--- config.mk ---
export PLATFORM = sky130hd
export DESIGN_NAME = mc_control_fsm
export DESIGN_NICKNAME = d
export VERILOG_FILES = /design/src/rtl/mc_control_fsm.sv
export SDC_FILE = /design/constraint.sdc
export NUM_CORES = 1
export LEC_CHECK = 0
export ABC_AREA = 1
export BUFFER_PORTS_ARGS = -buffer_cell sky130_fd_sc_hd__buf_4
export CAP_MARGIN = 20
export CORE_AREA = 3 3 57 59
export CTS_CLUSTER_SIZE = 10
export DETAILED_ROUTE_END_ITERATION = 8
export DIE_AREA = 0 0 60 62
export MAX_ROUTING_LAYER = met4
export PLACE_DENSITY_LB_ADDON = 0.08
export SYNTH_ARGS = -nofsm -noshare
export SYNTH_HDL_FRONTEND = slang
export SYNTH_SLANG_ARGS = --single-unit
--- constraint.sdc ---
create_clock -name clk -period 3.1 [get_ports clk]
set_clock_uncertainty 0.15 [all_clocks]
set_input_delay 0.62 -clock clk [delete_from_list [all_inputs] [get_ports clk]]
set_output_delay 0.62 -clock clk [all_outputs]
set_load 0.02 [all_outputs]
--- src/rtl/mc_control_fsm.sv ---
// Multicycle control unit: sequences fetch/decode/execute/mem/writeback from the IR opcode.
// Optional feature: define MC_ILLEGAL_TRAP_EN to trap opcodes 1001-1110 instead of treating them as NOPs.
module mc_control_fsm #(
    parameter int OPW   = 4,
    parameter int CNT_W = 16
) (
    input  logic             clk,
    input  logic             rst_n,
    input  logic [OPW-1:0]   opcode,
    input  logic             zero,
    input  logic             mem_ready,
    output logic             ir_ld,
    output logic             pc_ld,
    output logic [1:0]       pc_src,
    output logic             iord,
    output logic             mem_rd,
    output logic             mem_wr,
    output logic             reg_wr,
    output logic             wb_sel,
    output logic [1:0]       alu_src_b,
    output logic [2:0]       alu_op,
    output logic             halted,
    output logic             illegal,
    output logic [CNT_W-1:0] instr_cnt
);

    typedef enum logic [3:0] {
        S_IDLE     = 4'd0,
        S_FETCH    = 4'd1,
        S_DECODE   = 4'd2,
        S_EXEC_R   = 4'd3,
        S_EXEC_I   = 4'd4,
        S_WB_R     = 4'd5,
        S_MEM_ADDR = 4'd6,
        S_MEM_RD   = 4'd7,
        S_MEM_WR   = 4'd8,
        S_WB_MEM   = 4'd9,
        S_BRANCH   = 4'd10,
        S_JUMP     = 4'd11,
        S_HALT     = 4'd12,
        S_TRAP     = 4'd13
    } state_t;

    state_t           state_r;
    state_t           state_nxt_s;
    logic [1:0]       alu_fn_r;
    logic [CNT_W-1:0] instr_cnt_r;

    // State register
    always_ff @(posedge clk or negedge rst_n) begin
        if (!rst_n) begin
            state_r <= S_IDLE;
        end else begin
            state_r <= state_nxt_s;
        end
    end

    // ALU function captured at DECODE so EXEC_R outputs depend only on registers
    always_ff @(posedge clk or negedge rst_n) begin
        if (!rst_n) begin
            alu_fn_r <= 2'b00;
        end else if (state_r == S_DECODE) begin
            alu_fn_r <= opcode[1:0];
        end else begin
            alu_fn_r <= alu_fn_r;
        end
    end

    // Retired-instruction counter, bumped on each completed fetch
    always_ff @(posedge clk or negedge rst_n) begin
        if (!rst_n) begin
            instr_cnt_r <= {CNT_W{1'b0}};
        end else if ((state_r == S_FETCH) && mem_ready) begin
            instr_cnt_r <= instr_cnt_r + {{(CNT_W-1){1'b0}}, 1'b1};
        end else begin
            instr_cnt_r <= instr_cnt_r;
        end
    end

    assign instr_cnt = instr_cnt_r;

    // Next-state logic
    always_comb begin
        state_nxt_s = state_r;
        case (state_r)
            S_IDLE:   state_nxt_s = S_FETCH;
            S_FETCH: begin
                if (mem_ready) state_nxt_s = S_DECODE;
                else           state_nxt_s = S_FETCH;
            end
            S_DECODE: begin
                case (opcode)
                    4'b0000, 4'b0001,
                    4'b0010, 4'b0011: state_nxt_s = S_EXEC_R;
                    4'b0100:          state_nxt_s = S_EXEC_I;
                    4'b0101, 4'b0110: state_nxt_s = S_MEM_ADDR;
                    4'b0111:          state_nxt_s = S_BRANCH;
                    4'b1000:          state_nxt_s = S_JUMP;
                    4'b1111:          state_nxt_s = S_HALT;
`ifdef MC_ILLEGAL_TRAP_EN
                    default:          state_nxt_s = S_TRAP;
`else
                    default:          state_nxt_s = S_FETCH;
`endif
                endcase
            end
            S_EXEC_R:   state_nxt_s = S_WB_R;
            S_EXEC_I:   state_nxt_s = S_WB_R;
            S_WB_R:     state_nxt_s = S_FETCH;
            S_MEM_ADDR: begin
                if (opcode == 4'b0101) state_nxt_s = S_MEM_RD;
                else                   state_nxt_s = S_MEM_WR;
            end
            S_MEM_RD: begin
                if (mem_ready) state_nxt_s = S_WB_MEM;
                else           state_nxt_s = S_MEM_RD;
            end
            S_MEM_WR: begin
                if (mem_ready) state_nxt_s = S_FETCH;
                else           state_nxt_s = S_MEM_WR;
            end
            S_WB_MEM: state_nxt_s = S_FETCH;
            S_BRANCH: state_nxt_s = S_FETCH;
            S_JUMP:   state_nxt_s = S_FETCH;
            S_HALT:   state_nxt_s = S_HALT;
            S_TRAP:   state_nxt_s = S_TRAP;
            default:  state_nxt_s = S_IDLE;
        endcase
    end

    // Output decode from state (plus the mem_ready/zero qualifiers)
    always_comb begin
        ir_ld     = 1'b0;
        pc_ld     = 1'b0;
        pc_src    = 2'b00;
        iord      = 1'b0;
        mem_rd    = 1'b0;
        mem_wr    = 1'b0;
        reg_wr    = 1'b0;
        wb_sel    = 1'b0;
        alu_src_b = 2'b00;
        alu_op    = 3'b000;
        halted    = 1'b0;
        case (state_r)
            S_FETCH: begin
                mem_rd = 1'b1;
                if (mem_ready) begin
                    ir_ld     = 1'b1;
                    pc_ld     = 1'b1;
                    alu_src_b = 2'b01;
                end else begin
                    alu_src_b = 2'b00;
                end
            end
            S_DECODE:   alu_src_b = 2'b10;
            S_EXEC_R:   alu_op = {1'b0, alu_fn_r};
            S_EXEC_I:   alu_src_b = 2'b10;
            S_WB_R:     reg_wr = 1'b1;
            S_MEM_ADDR: alu_src_b = 2'b10;
            S_MEM_RD: begin
                mem_rd = 1'b1;
                iord   = 1'b1;
            end
            S_MEM_WR: begin
                mem_wr = 1'b1;
                iord   = 1'b1;
            end
            S_WB_MEM: begin
                reg_wr = 1'b1;
                wb_sel = 1'b1;
            end
            S_BRANCH: begin
                alu_op = 3'b001;
                if (zero) begin
                    pc_ld  = 1'b1;
                    pc_src = 2'b10;
                end else begin
                    pc_ld  = 1'b0;
                end
            end
            S_JUMP: begin
                pc_ld  = 1'b1;
                pc_src = 2'b11;
            end
            S_HALT: halted = 1'b1;
`ifdef MC_ILLEGAL_TRAP_EN
            S_TRAP: halted = 1'b1;
`endif
            default: halted = 1'b0;
        endcase
    end

`ifdef MC_ILLEGAL_TRAP_EN
    assign illegal = (state_r == S_TRAP);
`else
    assign illegal = 1'b0;
`endif

endmodule
# Word level (Yosys, flattened, before mapping)
# Memory sizes are Yosys's and may differ from the RTL's.
# Cells that the tools add are included.
# Widths: inputs -> output; s select.
# op_classes
addsub	1
n_eq_ne	14
muxes	20
reduce_logical	8
# ops
op	count
$pmux 4 s9	1
$eq 4x4->1 const B	6
$eq 4x3->1 const B	5
$add 16x1->16 const B	1
$mux 4	3
$pmux 2 s2	3
$mux 1	10
$eq 4x2->1 const B	2
$reduce_or 2->1	4
$reduce_or 5->1	1
$eq 4x1->1 const B	1
$logic_not 4->1	1
$mux 2	2
$pmux 1 s3	1
$reduce_or 3->1	1
$logic_and 1x1->1	1
# word_totals
regBits	22
rom_bits	64
word_cells	47
memories	1
# memory_table
memory	words	word_bits	read_ports	rd_ports_with_merged_regs	wr	line	source
(name not given)	16	4	1	0	0	92	case (opcode)

# Longest topological paths before layout
# depth
ltp_word	3
mapped_depth	9
ltp_nobuf	8

# Worst setup path before layout
# No wires, ideal clock.
# synth_path
path_type	reg2out
start	reg state_r[3]
end	out pc_ld
arrival_time_ps	1160
setup_slack_ps	1170
stages_incl_launch_ff	5
n_path_buf	0
cell_sequence	dfrtp_1 inv_1 nor2_1 nand2_1 o21ai_0
# synth_between
elab_chain_cells	2
# synth_rtl
element	line	source
start: declaration	44	state_t state_r;
start signal: assignment	54	state_r <= state_nxt_s;
$eq 4x4->1 or $eq 4x1->1 (tied branches)	144	case (state_r)
$pmux 1 s3 *	144	
end: declaration	13	output logic pc_ld,
# Mark *: on every way between the ends. The rest lies on a longest branch, timed or not.

# Worst setup path after layout
# layout_path
start	reg state_r[2]
end	out ir_ld
# layout_between
elab_chain_cells	2
# layout_rtl
element	line	source
$eq 4x1->1	144	
$mux 1	144	
end: declaration	12	output logic ir_ld,
# Every way passes these cells.

==> metrics <==
status complete, no violations; CTS Hold Bufs 0; Util after Layout 0.630; f_max 0.419 GHz; Total GRT Usage 0.192; 1st-pass router iterations 4; DRC 0; worst vdd ir 0.310 mV; worst-skew pair later-pin latency 0.31 ns; critical path capture point type primary output; top cells by area, synth dfrtp_1 (39%), nand2_1 (18%), nor2_1 (8.7%); minimum clock period 2.39 ns; initial drt markers 90; total grt overflow 0; Setup violations, final 0; crit path max fanout 11; Root Driver clkbuf_4; worst min-delay path category input port to async pin; Die Wd 60 µm; count of clock tree sinks 22; Max stage delay cell, worst path dfrtp_1; gr busiest metal met2; CTS H-tree depth 1; power per cell area 252 nW/µm²; first-pass GRT wire length 5310 µm; HPWL Detailed 2520 µm; Final Wtd Congestion 0.891; most frequent cells in the layout nand2_1 (69), buf_4 (38), nor2_1 (33); wire per inst 11.4 µm; Mean Syn Cell Area 6.82 µm²; worst reg2reg path depth 6; reg2reg start state_r[2]$_DFF_PN0_; Static Leak 0.000987 µW; Synth top area share 0.386; WHS 0.0225 ns; M2 GR Usage 0.302; Worst path max stage delay 0.45 ns; die height 62 µm; GR met1 Demand/Resource 0.262; clk slew on worst S/H paths 0.12 ns; n_diodes 0; Worst setup SP type flip-flop; fillers 273; vias in the first global route 1227; share of cells above drive strength 1 0.190; flop2flop setup slack 1.39 ns; Die Area 3720 µm²; Syn Inst Count 209; Tcrit/Tclk final 0.770; R2R Path End instr_cnt[9]$_DFFE_PN0P_; Fin Setup TNS 0 ns; initial antenna violation count 0; sequential fraction of the synthesis area 0.386; Rows 19; Synthesis Warnings 0; RSZ-0062 raised after global routing false; vias 1430; Longest Clk Path Bufs 2; Arr. time, crit path 1.62 ns; core area 2760 µm²; Critical Path RT 2.33 ns; Layout area overhead 21.9%; largest net degree at the start of global routing 23; Post-CTS Resized 0; Yosys reg bits 22; Crit Path Category flip-flop to primary output; Cell Chain, Critical Path nor2_2 -> nand3_2 -> inv_1 -> buf_4; Cell variety after synth 23; max cap viols 0; Yosys top cell by area dfrtp_1; Max Slew Vio Count 0; most common cell after layout, fill and taps aside nand2_1; IO buf count 37; Initial Util 0.517; final WL 3180 µm; Hold Vio Cnt, Final 0; vias per inst 5.14; Final ANT Viol Nets 0; Syn Std Cell Area 1430 µm²; Setup Fix Bufs, Post-CTS 0; TritonCTS buffer count 3; IO Pins 40; GR Layer Usage met3 0.0372; final net count 258; TritonCTS clock tree done
## final cells by class
type	instances	area, µm²	share of cell area
sequential	22	551	0.317
tap	31	38.8	0.0223
inverter	29	109	0.0626
clock buffer	3	22.5	0.0130
timing repair buffer	38	285	0.164
multi-input combinational	155	732	0.421
## cells in the mapped netlist (all sizes together)
cell type,n
nand4,6
nand3,12
nor2,36
nor3,3
buf,4
xnor2,6
ha,1
inv,29
a22oi,1
xor2,3
o21a,1
o21ai,14
a21oi,1
nand2,69
dfrtp,22
conb,1
## where the power goes
group	internal (µW)	leakage [µW]	switching [µW]	total (µW)
Sequential	287	0.000276	0	287
Combinational	7.73	0.000697	14.4	22.1
Clock	45.4	0.0000138	82.8	128
Total	340	0.000987	97.2	437
## routing by layer
metal | up-vias | wire length (µm)
met1 | 653 | 1480
met2 | 50 | 1440
met3 | 2 | 241
met5 | - | 0
met4 | 0 | 12
li1 | 725 | -
## worst max-delay path, delay by kind of cell (launching register included)
kind,cells,cell delay [ns]
and+or+nand+nor,2,0.38
DFF,1,0.45
buffers and inverters,2,0.48
## metrics by stage
| step | instances | total power, µW | setup slack, ns | area [µm²] |
|---|---|---|---|---|
| CTS | 278 | 440 | 0.714 | 1740 |
| floorplan | 210 | 302 | 1.17 | 1430 |
| detailed placement | 275 | 315 | 1.02 | 1720 |
| global placement | 275 | 315 | 1.04 | 1720 |
| finish | 278 | 437 | 0.713 | 1740 |
| global route | 278 | 454 | 0.594 | 1740 |
## logic make-up after synthesis
kind of cell    Yosys count  share of synthesized area
buf+inv                  33                      0.103
simple gates            126                      0.381
other cells               1                    0.00263
fa+ha+maj                 1                    0.00878
xor+xnor                  9                     0.0553
compound gates           17                     0.0632
flops                    22                      0.386
## state kept, by name (all words and copies together) (netlist names)
name	flops
instr_cnt	16
state_r	4
alu_fn_r	2
## worst max path at each step
stage / from / endpoint
floorplan: state_r[3]$_DFF_PN0_ / pc_ld
global route: state_r[2]$_DFF_PN0_ / ir_ld
CTS: state_r[2]$_DFF_PN0_ / ir_ld
finish: state_r[2]$_DFF_PN0_ / ir_ld
global placement: mem_ready / ir_ld
detailed placement: mem_ready / ir_ld
No activity file was read; power rests on OpenSTA's default activity.
